`src/rtl/inst_fetch_if.sv`:
```
// Bundle of the fetch unit's signals: pc stage in, instruction memory,
// decode out and the redirect flush. master = fetch unit, slave = surroundings.
interface inst_fetch_if #(
    parameter int INST_WIDTH      = 32,
    parameter int INST_ADDR_WIDTH = 32
);
    logic [INST_ADDR_WIDTH-1:0] pc_i;
    logic                       pc_valid_i;
    logic                       pc_ready_o;
    logic                       imem_req_o;
    logic [INST_ADDR_WIDTH-1:0] imem_addr_o;
    logic                       imem_gnt_i;
    logic                       imem_rvalid_i;
    logic [INST_WIDTH-1:0]      imem_rdata_i;
    logic                       imem_err_i;
    logic [INST_WIDTH-1:0]      inst_o;
    logic [INST_ADDR_WIDTH-1:0] pc_o;
    logic                       inst_valid_o;
    logic                       inst_ready_i;
    logic                       flush_i;
    logic [1:0]                 fetch_err_o;

    modport master (
        input  pc_i, pc_valid_i, imem_gnt_i, imem_rvalid_i, imem_rdata_i,
               imem_err_i, inst_ready_i, flush_i,
        output pc_ready_o, imem_req_o, imem_addr_o, inst_o, pc_o,
               inst_valid_o, fetch_err_o
    );

    modport slave (
        output pc_i, pc_valid_i, imem_gnt_i, imem_rvalid_i, imem_rdata_i,
               imem_err_i, inst_ready_i, flush_i,
        input  pc_ready_o, imem_req_o, imem_addr_o, inst_o, pc_o,
               inst_valid_o, fetch_err_o
    );
endinterface

```
`src/rtl/inst_fetch.sv`:
```
// Instruction fetch: one outstanding memory request, timeout on a missing
// response, flush/redirect with draining of an already granted request.
module inst_fetch #(
    parameter int INST_WIDTH      = 32,
    parameter int INST_ADDR_WIDTH = 32,
    parameter int TIMEOUT         = 255
) (
    input  logic         clk,
    input  logic         rst,
    inst_fetch_if.master bus
);
    typedef enum logic [2:0] {IDLE, REQ, WAIT, DRAIN, HOLD} state_t;

    // Handshake outputs kept as flops, loaded together with the state:
    // {pc_ready, imem_req, inst_valid}. Reset value 0 keeps all three low
    // while rst is asserted; pc_ready rises on the first edge after release.
    localparam logic [2:0] O_IDLE = 3'b100;
    localparam logic [2:0] O_REQ  = 3'b010;
    localparam logic [2:0] O_HOLD = 3'b001;
    localparam logic [2:0] O_NONE = 3'b000;

    localparam logic [7:0] TO_LAST = 8'(TIMEOUT - 1);

    state_t                     state;
    logic [2:0]                 outs_q;
    logic [7:0]                 cnt_q;
    logic [INST_ADDR_WIDTH-1:0] pc_q;
    logic [INST_ADDR_WIDTH-1:0] pc_o_q;
    logic [INST_WIDTH-1:0]      inst_q;
    logic [1:0]                 err_q;

    // Fetch FSM; flush always wins over the other inputs of the same cycle.
    always_ff @(posedge clk or negedge rst) begin
        if (!rst) begin
            state  <= IDLE;
            outs_q <= O_NONE;
            cnt_q  <= '0;
            pc_q   <= '0;
            pc_o_q <= '0;
            inst_q <= '0;
            err_q  <= 2'b00;
        end else begin
            case (state)
                IDLE: begin
                    outs_q <= O_IDLE;
                    if (!bus.flush_i && bus.pc_valid_i) begin
                        pc_q <= bus.pc_i;
                        if (bus.pc_i[1:0] != 2'b00) begin
                            // misaligned: report without touching memory
                            pc_o_q <= bus.pc_i;
                            inst_q <= '0;
                            err_q  <= 2'b01;
                            state  <= HOLD;
                            outs_q <= O_HOLD;
                        end else begin
                            state  <= REQ;
                            outs_q <= O_REQ;
                        end
                    end
                end
                REQ: begin
                    if (bus.flush_i) begin
                        // a grant seen with the flush still owes us a response
                        state  <= bus.imem_gnt_i ? DRAIN : IDLE;
                        outs_q <= bus.imem_gnt_i ? O_NONE : O_IDLE;
                    end else if (bus.imem_gnt_i) begin
                        cnt_q  <= '0;
                        state  <= WAIT;
                        outs_q <= O_NONE;
                    end
                end
                WAIT: begin
                    if (bus.flush_i) begin
                        state  <= bus.imem_rvalid_i ? IDLE : DRAIN;
                        outs_q <= bus.imem_rvalid_i ? O_IDLE : O_NONE;
                    end else if (bus.imem_rvalid_i) begin
                        inst_q <= bus.imem_rdata_i;
                        err_q  <= bus.imem_err_i ? 2'b10 : 2'b00;
                        pc_o_q <= pc_q;
                        state  <= HOLD;
                        outs_q <= O_HOLD;
                    end else if (cnt_q == TO_LAST) begin
                        inst_q <= '0;
                        err_q  <= 2'b11;
                        pc_o_q <= pc_q;
                        state  <= HOLD;
                        outs_q <= O_HOLD;
                    end else begin
                        cnt_q <= cnt_q + 8'd1;
                    end
                end
                DRAIN: begin
                    if (bus.imem_rvalid_i) begin
                        state  <= IDLE;
                        outs_q <= O_IDLE;
                    end
                end
                HOLD: begin
                    if (bus.flush_i || bus.inst_ready_i) begin
                        state  <= IDLE;
                        outs_q <= O_IDLE;
                    end
                end
                default: begin
                    state  <= IDLE;
                    outs_q <= O_IDLE;
                end
            endcase
        end
    end

    assign bus.pc_ready_o   = outs_q[2];
    assign bus.imem_req_o   = outs_q[1];
    assign bus.inst_valid_o = outs_q[0];
    assign bus.imem_addr_o  = pc_q;
    assign bus.inst_o       = inst_q;
    assign bus.pc_o         = pc_o_q;
    assign bus.fetch_err_o  = err_q;
endmodule

```
`src/flat_wrapper.sv`:
```
// flat-port wrapper written by rule: the top's interface ports become plain ports
module inst_fetch_flat 
#(
    parameter int INST_WIDTH      = 32,
    parameter int INST_ADDR_WIDTH = 32,
    parameter int TIMEOUT         = 255
)
  (clk, rst, bus_pc_i, bus_pc_valid_i, bus_imem_gnt_i, bus_imem_rvalid_i, bus_imem_rdata_i, bus_imem_err_i, bus_inst_ready_i, bus_flush_i, bus_pc_ready_o, bus_imem_req_o, bus_imem_addr_o, bus_inst_o, bus_pc_o, bus_inst_valid_o, bus_fetch_err_o);
  inst_fetch_if #(.INST_WIDTH(INST_WIDTH), .INST_ADDR_WIDTH(INST_ADDR_WIDTH)) bus_i ();
  input  logic clk;
  input  logic rst;
  input wire logic [$bits(bus_i.pc_i)-1:0] bus_pc_i;
  input wire logic [$bits(bus_i.pc_valid_i)-1:0] bus_pc_valid_i;
  input wire logic [$bits(bus_i.imem_gnt_i)-1:0] bus_imem_gnt_i;
  input wire logic [$bits(bus_i.imem_rvalid_i)-1:0] bus_imem_rvalid_i;
  input wire logic [$bits(bus_i.imem_rdata_i)-1:0] bus_imem_rdata_i;
  input wire logic [$bits(bus_i.imem_err_i)-1:0] bus_imem_err_i;
  input wire logic [$bits(bus_i.inst_ready_i)-1:0] bus_inst_ready_i;
  input wire logic [$bits(bus_i.flush_i)-1:0] bus_flush_i;
  output wire logic [$bits(bus_i.pc_ready_o)-1:0] bus_pc_ready_o;
  output wire logic [$bits(bus_i.imem_req_o)-1:0] bus_imem_req_o;
  output wire logic [$bits(bus_i.imem_addr_o)-1:0] bus_imem_addr_o;
  output wire logic [$bits(bus_i.inst_o)-1:0] bus_inst_o;
  output wire logic [$bits(bus_i.pc_o)-1:0] bus_pc_o;
  output wire logic [$bits(bus_i.inst_valid_o)-1:0] bus_inst_valid_o;
  output wire logic [$bits(bus_i.fetch_err_o)-1:0] bus_fetch_err_o;
  assign bus_i.pc_i = bus_pc_i;
  assign bus_i.pc_valid_i = bus_pc_valid_i;
  assign bus_i.imem_gnt_i = bus_imem_gnt_i;
  assign bus_i.imem_rvalid_i = bus_imem_rvalid_i;
  assign bus_i.imem_rdata_i = bus_imem_rdata_i;
  assign bus_i.imem_err_i = bus_imem_err_i;
  assign bus_i.inst_ready_i = bus_inst_ready_i;
  assign bus_i.flush_i = bus_flush_i;
  assign bus_pc_ready_o = bus_i.pc_ready_o;
  assign bus_imem_req_o = bus_i.imem_req_o;
  assign bus_imem_addr_o = bus_i.imem_addr_o;
  assign bus_inst_o = bus_i.inst_o;
  assign bus_pc_o = bus_i.pc_o;
  assign bus_inst_valid_o = bus_i.inst_valid_o;
  assign bus_fetch_err_o = bus_i.fetch_err_o;
  inst_fetch #(.INST_WIDTH(INST_WIDTH), .INST_ADDR_WIDTH(INST_ADDR_WIDTH), .TIMEOUT(TIMEOUT)) u_core (.clk(clk), .rst(rst), .bus(bus_i));
endmodule
```
`config.mk`:
```
export PLATFORM = sky130hd
export DESIGN_NAME = inst_fetch_flat
export DESIGN_NICKNAME = d
export VERILOG_FILES = /design/src/rtl/inst_fetch_if.sv /design/src/rtl/inst_fetch.sv /design/src/flat_wrapper.sv
export SDC_FILE = /design/constraint.sdc
export NUM_CORES = 1
export LEC_CHECK = 0
export ABC_AREA = 1
export BUFFER_PORTS_ARGS = -buffer_cell sky130_fd_sc_hd__buf_2
export CORE_MARGIN = 2
export CORE_UTILIZATION = 37
export CTS_CLUSTER_DIAMETER = 100
export DETAILED_ROUTE_END_ITERATION = 10
export GPL_TIMING_DRIVEN = 0
export SLEW_MARGIN = 5
export SYNTH_ARGS = -nofsm -noshare
export SYNTH_HDL_FRONTEND = slang
export SYNTH_SLANG_ARGS = --single-unit
```
`constraint.sdc`:
```
create_clock -name clk -period 1.9 [get_ports clk]
set_input_delay 0.57 -clock clk [delete_from_list [all_inputs] [get_ports clk]]
set_output_delay 0.57 -clock clk [all_outputs]
set_load 0.1 [all_outputs]
```
==> reports/results.txt <==
Status = finished clean
Vias in the first global route = 4612
Final ANT Viol Nets = 0
Sequential share of the synthesized area = 55.1%
Final instance area = 0.00652 mm^2
Period utilization = 93.1%
Worst Path Buf+Inv = 1
Final Hold Violating Endpoints = 0
Crit path max fanout = 3
Via density = 4.78
Post-layout util = 48.9%
DRC = 0
Total gr overflow = 0
Final nets = 889
Yosys Warn Count = 0
FP Rows = 42
Overall routed net length = 13900 um
DRT iter0 DRCs = 269
Crit. End Element = output port
Core ar. = 0.0133 mm^2
Hpwl dp = 10400 um
Initial Util = 38.1%
Unique masters post-synth = 28
Slowest library cell on the worst path = buf_2
Post-synthesis average cell area = 8.05 um^2
Num CTS Buffers = 9
Port buffer count = 171
RD Place Congestion = 0.813
Worst Skew = 0.00572 ns
# IOs = 173
Width of the die = 121 um
Die area = 0.0147 mm^2
CP top delay family = buffers and inverters
Area Overhead vs Synth = 28.1%
Max Buffers Root-to-Sink = 2
Overall routing resource usage = 19.5%
CP Class = flip-flop to output port
Syn nets = 706
Worst-path clk slew = 0.07 ns
DR WL/cell = 13.9 um
Min Tclk post-route = 1.77 ns
Synth Register Bits = 112
Chip Height = 121 um
First-pass GRT wire length = 22600 um
DR pass1 iterations = 5
Crit path cell chain = buf_2
CTS Sinks = 112
CTS tree = done
Cell count after synthesis = 632
Mapped Area = 0.00509 mm^2
Via count = 4766
Worst EP arrival = 1.20 ns
CTS root buf = clkbuf_16
Hold Crit Class = input port to async pin
H-tree lvl count = 3
Critical path required time = 1.33 ns
Layout cell share with drive strength beyond 1 = 27.7%
Largest net degree at the start of global routing = 59
Max incr delay on CP = 0.45 ns
Placement-stage cell area = 0.00620 mm^2
Fmax = 565 MHz
Antenna violations before repair = 1
Max Slew Vio Count = 0
CP startpoint kind = flip-flop
Setup violators final = 0
Worst-Skew Late Latency = 0.35 ns
Max transition margin = 64.3%
Max-cap viol count = 0
Hold Worst Slack = 0.163 ns
Tightest Pin Transition = 0.536 ns
per-layer routing:
| layer | wire [um] | part of all wire, % | GRT usage [%] |
|---|---|---|---|
| met4 | 277 | 2.0 | 7.04 |
| met5 | 0 | 0 | 0 |
| met1 | 6260 | 45 | 26.1 |
| met3 | 1020 | 7.3 | 4.46 |
| met2 | 6350 | 46 | 31.1 |
layout by cell type (no fill, tap or decap), types with 4 or more instances in the layout:
master / Yosys / routed
o21ai_0: 64 / 64
inv_1: 42 / 42
buf_2: 12 / 180
nor2_1: 16 / 16
buf_6: 3 / 4
clkbuf_1: 12 / 10
dfrtp_1: 112 / 109
clkbuf_2: 0 / 5
clkbuf_16: 0 / 9
nand3_1: 86 / 86
nand2_1: 253 / 253
buf_4: 4 / 4
timing repair:
item | 4_1_cts | 5_1_grt
resized for setup | 1 | 12
hold buffers | 0 | 0
pin swaps | 0 | 0
endpoints found under the setup margin | 2 | 46
setup buffers | 0 | 0
path summary, 6_finish.rpt:
kind	startpoint	endpoint	slack, ns	cells after the start
setup / recovery	u_core.bus.imem_addr_o[18]	bus_imem_addr_o[18]	0.13	1
min in group clk	bus_imem_rdata_i[23]	u_core.bus.inst_o[23]	0.45	3
hold reg to reg	u_core.bus.pc_o[0]	u_core.bus.pc_o[0]	0.47	2
setup reg to reg	u_core.state[1]	u_core.bus.inst_o[2]	0.16	10
max in group asynchronous	rst	u_core.bus.pc_o[24]	1.07	2
hold / removal	rst	u_core.cnt_q[6]	0.16	1
flip-flops by register name, summed over array words and instances, names as in the netlist:
| register | flops |
|---|---|
| u_core.bus.imem_addr_o | 32 |
| u_core.bus.inst_o | 32 |
| u_core.bus.pc_o | 32 |
| u_core.cnt_q | 8 |
| u_core.outs_q | 3 |
| u_core.state | 3 |
| u_core.bus.fetch_err_o | 2 |
synthesized netlist by cell type:
library cell	n	area, um^2
nand2_1	253	950
dfrtp_1	112	2800
nand3_1	86	430
o21ai_0	64	320
inv_1	42	158
nor2_1	16	60.1
buf_2	12	60.1
clkbuf_1	12	45.0
buf_4	4	30.0
buf_1	3	11.3
buf_6	3	33.8
inv_2	3	11.3
nand4_1	3	18.8
a21oi_1	2	10.0
ha_1	2	25.0
nand2_2	2	12.5
or2_2	2	12.5
clkinv_1	1	3.75
nand4_2	1	12.5
nor2_2	1	6.26
nor2_4	1	11.3
nor3_4	1	16.3
nor3b_1	1	7.51
o211ai_1	1	7.51
o21ai_2	1	8.76
o21bai_1	1	7.51
xnor2_1	1	8.76
xor2_1	1	8.76
worst reg2reg max path: stages (launching register included):
cell and delay [ns]:
dfrtp_2 0.42, inv_2 0.11, nor2_4 0.13, nand2_1 0.11, nor2_1 0.19, nand2_4 0.13, nand2_2 0.15, buf_6 0.16
buf_6 0.15, nand2_1 0.07, nand2_1 0.06
cell type report:
class,instances,area (um^2)
clock buffer,12,267
tap,176,220
fill,1323,6830
sequential,112,2810
clock inverter,4,27.5
antenna,1,2.50
multi-input combinational,440,1940
inverter,46,173
timing repair buffer,172,890
buffer,34,191
cell families after synthesis:
group	Yosys count	share of synthesized area, %
DFF	112	55.1
xor gates and xnor gates	2	0.344
buffers and inverters	80	6.93
adders and majority gates	2	0.492
and+or+nand+nor	367	30.2
AOI/OAI and AO/OA	69	6.96
stage by stage:
step           TNS [ns]  cells  worst slack, ns
2_1_floorplan         0    632            0.200
3_3_place_gp    -124.51    979            -1.09
3_5_place_dp      -4.14    980           -0.152
4_1_cts               0    996           0.0284
5_1_grt         -0.0330    997          -0.0163
6_report              0    997            0.131
Power is not shown: default switching activity piles up to over one toggle a cycle in this logic, so the estimate is an artifact.
